## src/rtl/unified_mem_arbiter.sv

```systemverilog
// Shares one single-port fixed-latency SRAM between the IF and MEM requesters.
// Optional macro ARB_STARVE_GUARD_EN bounds how long data traffic can starve IF.
module unified_mem_arbiter #(
    parameter int          WAIT_CYCLES  = 4,
    parameter logic [31:0] BASE_ADDR    = 32'h400,
    parameter int          SRAM_AW      = 16,
    parameter int          STARVE_LIMIT = 4
) (
    input  logic               clk,
    input  logic               rst,
    input  logic               if_req,
    input  logic [31:0]        if_addr,
    output logic [31:0]        if_rdata,
    output logic               if_ready,
    input  logic               mem_rd_req,
    input  logic               mem_wr_req,
    input  logic [31:0]        mem_addr,
    input  logic [31:0]        mem_wdata,
    output logic [31:0]        mem_rdata,
    output logic               mem_ready,
    output logic [SRAM_AW-1:0] sram_addr,
    output logic [31:0]        sram_dq_out,
    output logic               sram_dq_oe,
    input  logic [31:0]        sram_dq_in,
    output logic               sram_ce_n,
    output logic               sram_we_n,
    output logic               sram_oe_n,
    output logic               busy
);

    typedef enum logic [1:0] {IDLE, ACCESS, DONE} state_t;

    state_t       state;
    logic         grant_data;
    logic         op_wr;
    logic [3:0]   cnt;

    logic               data_req;
    logic               pick_data;
    logic               sel_wr;
    logic               in_range;
    logic [31:0]        sel_addr;
    logic [31:0]        offset;
    logic [SRAM_AW-1:0] sel_word;

`ifdef ARB_STARVE_GUARD_EN
    logic [3:0] starve_cnt;
`endif

    always_comb begin
        data_req = mem_rd_req | mem_wr_req;
`ifdef ARB_STARVE_GUARD_EN
        pick_data = data_req && !(if_req && (starve_cnt == 4'(STARVE_LIMIT)));
`else
        pick_data = data_req;
`endif
        // A simultaneous read and write request is served as a write.
        sel_wr   = pick_data && mem_wr_req;
        sel_addr = pick_data ? mem_addr : if_addr;
        offset   = sel_addr - BASE_ADDR;
        // offset < 4 * 2^SRAM_AW is the same as word < 2^SRAM_AW, with addr[1:0] ignored.
        in_range = (sel_addr >= BASE_ADDR) && ({1'b0, offset} < (33'd4 << SRAM_AW));
        sel_word = offset[SRAM_AW+1:2];
    end

    always_ff @(posedge clk or negedge rst) begin
        if (!rst) begin
            state       <= IDLE;
            grant_data  <= 1'b0;
            op_wr       <= 1'b0;
            cnt         <= 4'd0;
            if_rdata    <= 32'h0;
            mem_rdata   <= 32'h0;
            if_ready    <= 1'b0;
            mem_ready   <= 1'b0;
            sram_addr   <= '0;
            sram_dq_out <= 32'h0;
            sram_dq_oe  <= 1'b0;
            sram_ce_n   <= 1'b1;
            sram_we_n   <= 1'b1;
            sram_oe_n   <= 1'b1;
            busy        <= 1'b0;
        end else begin
            case (state)
                IDLE: begin
                    if (data_req || if_req) begin
                        grant_data <= pick_data;
                        op_wr      <= sel_wr;
                        cnt        <= 4'(WAIT_CYCLES - 1);
                        busy       <= 1'b1;
                        if (in_range) begin
                            state     <= ACCESS;
                            sram_ce_n <= 1'b0;
                            sram_addr <= sel_word;
                            sram_oe_n <= sel_wr;
                            sram_we_n <= !sel_wr;
                            sram_dq_oe <= sel_wr;
                            if (sel_wr) begin
                                sram_dq_out <= mem_wdata;
                            end
                        end else begin
                            // Unmapped address: answer at once, reads return zero, writes vanish.
                            state <= DONE;
                            if (pick_data) begin
                                mem_ready <= 1'b1;
                                if (!sel_wr) begin
                                    mem_rdata <= 32'h0;
                                end
                            end else begin
                                if_ready <= 1'b1;
                                if_rdata <= 32'h0;
                            end
                        end
                    end
                end
                ACCESS: begin
                    if (cnt == 4'd0) begin
                        state      <= DONE;
                        sram_ce_n  <= 1'b1;
                        sram_we_n  <= 1'b1;
                        sram_oe_n  <= 1'b1;
                        sram_dq_oe <= 1'b0;
                        if (grant_data) begin
                            mem_ready <= 1'b1;
                            if (!op_wr) begin
                                mem_rdata <= sram_dq_in;
                            end
                        end else begin
                            if_ready <= 1'b1;
                            if_rdata <= sram_dq_in;
                        end
                    end else begin
                        cnt <= cnt - 4'd1;
                    end
                end
                DONE: begin
                    state     <= IDLE;
                    if_ready  <= 1'b0;
                    mem_ready <= 1'b0;
                    busy      <= 1'b0;
                end
                default: begin
                    state <= IDLE;
                    busy  <= 1'b0;
                end
            endcase
        end
    end

`ifdef ARB_STARVE_GUARD_EN
    // Counts data grants that jumped a waiting IF request; any IF grant ends the streak.
    always_ff @(posedge clk or negedge rst) begin
        if (!rst) begin
            starve_cnt <= 4'd0;
        end else if (state == IDLE && (data_req || if_req)) begin
            if (!pick_data) begin
                starve_cnt <= 4'd0;
            end else if (if_req) begin
                if (starve_cnt != 4'hF) begin
                    starve_cnt <= starve_cnt + 4'd1;
                end
            end else begin
                starve_cnt <= 4'd0;
            end
        end
    end
`endif

endmodule
```

## config.mk

```make
export PLATFORM = sky130hd
export DESIGN_NAME = unified_mem_arbiter
export DESIGN_NICKNAME = d
export VERILOG_FILES = /design/src/rtl/unified_mem_arbiter.sv
export SDC_FILE = /design/constraint.sdc
export NUM_CORES = 1
export LEC_CHECK = 0
export ABC_AREA = 1
export CAP_MARGIN = 20
export CORE_AREA = 4 4 131 133
export DETAILED_ROUTE_END_ITERATION = 7
export DIE_AREA = 0 0 135 137
export PLACE_DENSITY = 0.8
export SLEW_MARGIN = 20
export SYNTH_ARGS = -nofsm -noshare
export SYNTH_HDL_FRONTEND = slang
export SYNTH_SLANG_ARGS = --single-unit
```

## constraint.sdc

```tcl
create_clock -name clk -period 2.8 [get_ports clk]
set_input_delay 0.56 -clock clk [delete_from_list [all_inputs] [get_ports clk]]
set_output_delay 0.56 -clock clk [all_outputs]
set_load 0.02 [all_outputs]
```

# Word level (Yosys, flattened, before mapping)
# Cells that the tools add are included.
[word_totals]
regBits = 127
elab_cells = 101
[op_classes]
n_addsub = 2
n_lt_le_gt_ge = 2
n_eq_ne = 13
muxes = 48
n_bitwise = 2
reduce_logical = 19
[ops]
columns = ["operator", "count"]
rows = [
  ["$mux 32", 13],
  ["$pmux 32 s2", 2],
  ["$ge 32x11->1 const B", 1],
  ["$lt 32x19->1 const B", 1],
  ["$sub 32x11->32 const B", 1],
  ["$ne 2x2->1 const B", 11],
  ["$mux 1", 19],
  ["$reduce_and 6->1", 3],
  ["$pmux 1 s2", 5],
  ["$mux 4", 2],
  ["$pmux 4 s2", 1],
  ["$reduce_and 4->1", 2],
  ["$reduce_and 8->1", 1],
  ["$mux 2", 3],
  ["$pmux 1 s3", 2],
  ["$reduce_and 2->1", 3],
  ["$reduce_and 3->1", 2],
  ["$logic_not 4->1", 1],
  ["$pmux 2 s2", 1],
  ["$sub 4x1->4 const B", 1],
  ["$reduce_bool 3->1", 1],
  ["$eq 2x1->1 const B", 1],
  ["$eq 2x2->1 const B", 1],
  ["$logic_and 1x1->1", 2],
  ["6 further kinds", 6],
]

# Longest topological paths before layout
# Gate-level depths: netlist (run 1).
[depth]
depth_word = 8
mapped_depth = 21
ltp_nobuf = 19

# Worst setup path after synthesis (run 1)
# Ideal clock, no wire load.
[synth_path]
path_type = "in2reg"
from = "input mem_wr_req"
to = "register if_rdata[21]"
arrival_time_ns = 2.722
required_time_ns = 2.682
path_slack_ns = -0.039
stages = 19
path_buffers = 4
path_cell_list = "buf_6 -> nor2_8 -> buf_6 -> nand2_1 -> o21ai_2 -> ha_1 -> nand3_2 -> inv_2 -> nand2_1 -> o21ai_1 -> nand2_1 -> nor2_1 -> nand2_1 -> nor2_2 -> nand3_2 -> buf_6 -> buf_6 -> nand4_1 -> nand2_1"
[synth_via]
elab_chain_cells = 7
elab_cells_between_ends = 11
cone_classes = "add/sub: 1; order compare: 2; eq/ne: 3; mux: 1; bitwise: 1; reduce/logical: 3"
[synth_rtl]
columns = ["item", "line", "rtl"]
rows = [
  ["start: declaration", "16", "input logic mem_wr_req,"],
  ["$or 1x1->1 *", "51", "data_req = mem_rd_req | mem_wr_req;"],
  ["$mux 32", "59", "sel_addr = pick_data ? mem_addr : if_addr;"],
  ["$sub 32x11->32", "60", "offset = sel_addr - BASE_ADDR;"],
  ["$lt 32x19->1", "62", "in_range = (sel_addr >= BASE_ADDR) && ({1'b0, offset} < (33'd4 << SRAM_AW));"],
  ["$logic_and 1x1->1", "62", ""],
  ["$ne 2x2->1 (no source line)", "n/a", ""],
  ["$reduce_and 6->1 (no source line) *", "n/a", ""],
  ["end signal: assignment", "130", "if_rdata <= sram_dq_in;"],
  ["end: declaration", "13", "output logic [31:0] if_rdata,"],
]
# Every way passes the cells marked *; elsewhere a longest branch is shown, timed or not.
# A chain may end at the register's enable or synchronous reset.

# Final worst setup path (run 1)
[layout_path]
from = "input mem_wr_req"
to = "register sram_dq_out[3]"
[layout_via]
elab_chain_cells = 6
elab_cells_between_ends = 9
cone_classes = "add/sub: 1; order compare: 2; mux: 1; bitwise: 1; reduce/logical: 4"
[layout_rtl]
columns = ["item", "line", "rtl"]
rows = [
  ["$or 1x1->1", "51", ""],
  ["$mux 32", "59", ""],
  ["$sub 32x11->32", "60", ""],
  ["$lt 32x19->1", "62", ""],
  ["$logic_and 1x1->1", "62", ""],
  ["$reduce_and 4->1 (no source line) *", "n/a", ""],
  ["end signal: assignment", "99", "sram_dq_out <= mem_wdata;"],
  ["end: declaration", "22", "output logic [31:0] sram_dq_out,"],
]
# Marked as above.

==> results of run 1 <==
critical path: stages:
cell and delay [ps]:
clkbuf_2 90, buf_6 130, nor2_8 60, buf_6 130, buf_16 140, buf_4 140, o21ai_4 190, nand2_2 100
buf_6 130, nor2_4 90, nand2_1 90, nor2_1 130, nand2_1 90, nand2_1 90, nand2_2 80, nor2_2 100
nand2_2 70, nor2_4 160, nand3_4 150, clkbuf_16 220, nand2_1 60, nand2_1 50
per-layer routing:
layer | wire [um] | global-route usage (%) | vias to the layer above | part of all wire, %
li1 | - | - | 4013 | -
met1 | 10800 | 34.9 | 3921 | 40
met2 | 13500 | 47.2 | 437 | 50
met3 | 1890 | 5.11 | 84 | 7.0
met4 | 1050 | 12.0 | 0 | 3.9
met5 | 0 | 0 | - | 0
sequential cells by signal, summed over array words and instances, names as in the netlist:
name,count
state,2
grant_data,1
sram_ce_n,1
mem_rdata,32
sram_addr,16
cnt,4
busy,1
if_ready,1
sram_oe_n,1
sram_we_n,1
op_wr,1
if_rdata,32
sram_dq_out,32
sram_dq_oe,1
mem_ready,1
placed cells by master (no fill, tap or decap), drive strengths merged:
cell type / n
nand3b: 1
xor2: 7
inv: 105
dfstp: 3
buf: 148
nor2: 111
a22oi: 1
o21ai: 57
clkinv: 6
or2: 1
bufinv: 4
nor3: 2
nor4: 1
nand2: 404
nand3: 39
a21oi: 3
clkinvlp: 2
ha: 4
dlymetal6s2s: 1
a211oi: 1
xnor2: 1
clkdlybuf4s50: 247
dfrtp: 124
nand4: 103
o22ai: 1
clkbuf: 23
synthesized netlist by cell type:
library cell	number
or2_2	1
a21oi_1	3
ha_1	4
buf_2	11
o21ai_1	22
o21ai_0	28
xor2_1	7
dfrtp_1	124
nor3_2	1
buf_6	12
clkinv_1	2
dfstp_2	3
a211oi_1	1
nand2_2	2
inv_1	98
buf_4	8
nand4_2	1
a22oi_1	1
nand3_2	6
nand3_1	33
nor2_1	104
xnor2_1	1
nor3_1	1
nand2_1	402
nor4_1	1
nand4_1	102
o22ai_1	1
inv_2	3
nor2_2	4
nand3b_1	1
nor2_4	2
clkbuf_1	23
o21ai_2	7
nor2_8	1
cells by family after synthesis:
group	Yosys count	synth area share, %
and+or+nand+nor	662	39.8
DFF	127	43.8
AOI/OAI and AO/OA	63	4.79
adders and majority gates	4	0.689
buffers and inverters	157	9.96
xor gates and xnor gates	8	0.965
final timing paths:
| check | end | from | depth (start not counted) |
|---|---|---|---|
| min in group clk | sram_dq_out[20] | sram_dq_out[20] | 2 |
| setup reg to reg | if_rdata[21] | cnt[0] | 10 |
| setup / recovery | sram_dq_out[3] | mem_wr_req | 22 |
| hold reg to reg | sram_dq_out[20] | sram_dq_out[20] | 2 |
| max in group asynchronous | sram_dq_out[11] | rst | 2 |
| hold / removal | if_rdata[8] | rst | 1 |
timing repair:
| item | in CTS | in global routing |
|---|---|---|
| setup buffers | 11 | 14 |
| setup endpoints to repair | 120 | 119 |
| cloned | 4 | 4 |
| pin swaps | 18 | 48 |
| gates resized for setup | 75 | 110 |
through the flow:
stage / total power [W] / setup slack [ps]
2_1_floorplan: 0.00277 / 4.57
3_3_place_gp: 0.00361 / -733
3_5_place_dp: 0.00363 / -851
4_1_cts: 0.00622 / 1.48
5_1_grt: 0.00660 / -71.6
6_report: 0.00635 / 40.4
cell type report:
type,instances,share of cell area (%)
sequential,127,25.7
clock inverter,14,1.67
inverter,103,3.16
multi-input combinational,737,31.5
timing repair buffer,401,32.4
clock buffer,18,3.46
tap,216,2.18
power breakdown:
group	total, W	switching (W)	internal (W)
combinational	0.00203	0.00116	0.000877
clock	0.00239	0.000878	0.00151
sequential	0.00193	0.0000407	0.00189
total	0.00635	0.00207	0.00428
==> metrics, run 1 <==
outcome=completed; wire per inst=16.9 um; Hold Path Class=primary input to asynchronous set/reset pin; FF+latch count, synth=127; placed instance area=0.0108 mm^2; # setup viols final=0; Avg Vias per Cell=5.23; Worst Setup End Kind=register; pin count of the biggest net entering global routing=51; Synth cell types=34; Synthesized Nets=1158; hold_buf cts=0; Reg area=0.00318 mm^2; CTS max path bufs=2; VDD IR-drop max=0.423 mV; n_diodes=0; leakage power=6.15 nW; GP Congestion=0.978; CTS buffer count=17; Post-DP HPWL=18800 um; CP Class=primary input to register; FILL cells=1065; Clock transition at path regs=60 ps; Worst Path Arrival=3070 ps; antenna violations before repair=0; CTS tree=yes; Max Clk Rate=0.362 GHz; grt total ovfl=0; vias in the first global route=8227; Max transition margin=52.3%; Final Max Tran Viols=0; I/O pin cnt=252; crit path max fanout=12; Hold Vio Cnt, Final=0; worst skew pair latency=420 ps; Core ar.=0.0158 mm^2; CTS Sinks=127; utilization after layout=78.4%; DRC violation total after the first TritonRoute iteration=582; Design Area, Final=0.0124 mm^2; footprint of the multi-input gates=0.00391 mm^2; Post-Syn Area=0.00726 mm^2; worst-margin pin slew=712 ps; placed cells=1551; Final Critical Period=2760 ps; die width=135 um; Total GRT Usage=27.8%; Final Skew=9.54 ps; final period utilization=98.6%; Die ar.=0.0185 mm^2; Yosys top cell area share=42.7%; startpoint types=primary input; Layout area overhead=70.8%; row cnt=46; share of layout cells above drive strength 1=22.7%; Yosys warnings=0; Hold Slack=147 ps; drt drc=0; Die Y=137 um; synthesized instance count=1021; reg2reg setup slack=440 ps; first-pass GRT wire length=41200 um; Area contributors post-synth=dfrtp_1, nand2_1, nand4_1; CTS root buffer=clkbuf_16; register area share after synthesis=43.8%; Cell Pwr Density=512 mW/mm^2; Pre-antenna DRT Iters=5; Post-Route WL=27200 um; Final #Nets=1524; CTS H-tree lvls=4; Post-Syn Area per Cell=7.11 um^2; setup_tns=0 ps; Initial Utilization=45.9%; max-cap violations=0; Non-Filler Instances=1616; via count=8455; post-route antenna net violation count=0; Synth area leader=dfrtp_1; PortBufs=251; CP Data Required Time=3110 ps
Note: power is estimated with default switching activity, not from simulation.
==> run 2, diff against run 1 <==
--- a/config.mk
+++ b/config.mk
@@ -6,10 +6,10 @@
 export NUM_CORES = 1
 export LEC_CHECK = 0
 export ABC_AREA = 1
-export CAP_MARGIN = 20
 export CORE_AREA = 4 4 131 133
 export DETAILED_ROUTE_END_ITERATION = 7
 export DIE_AREA = 0 0 135 137
+export HOLD_SLACK_MARGIN = 0.02
 export PLACE_DENSITY = 0.8
 export SLEW_MARGIN = 20
 export SYNTH_ARGS = -nofsm -noshare
==> results of run 2 <==
Same layout as run 1: the final DEF is identical, and so are final timing and power.
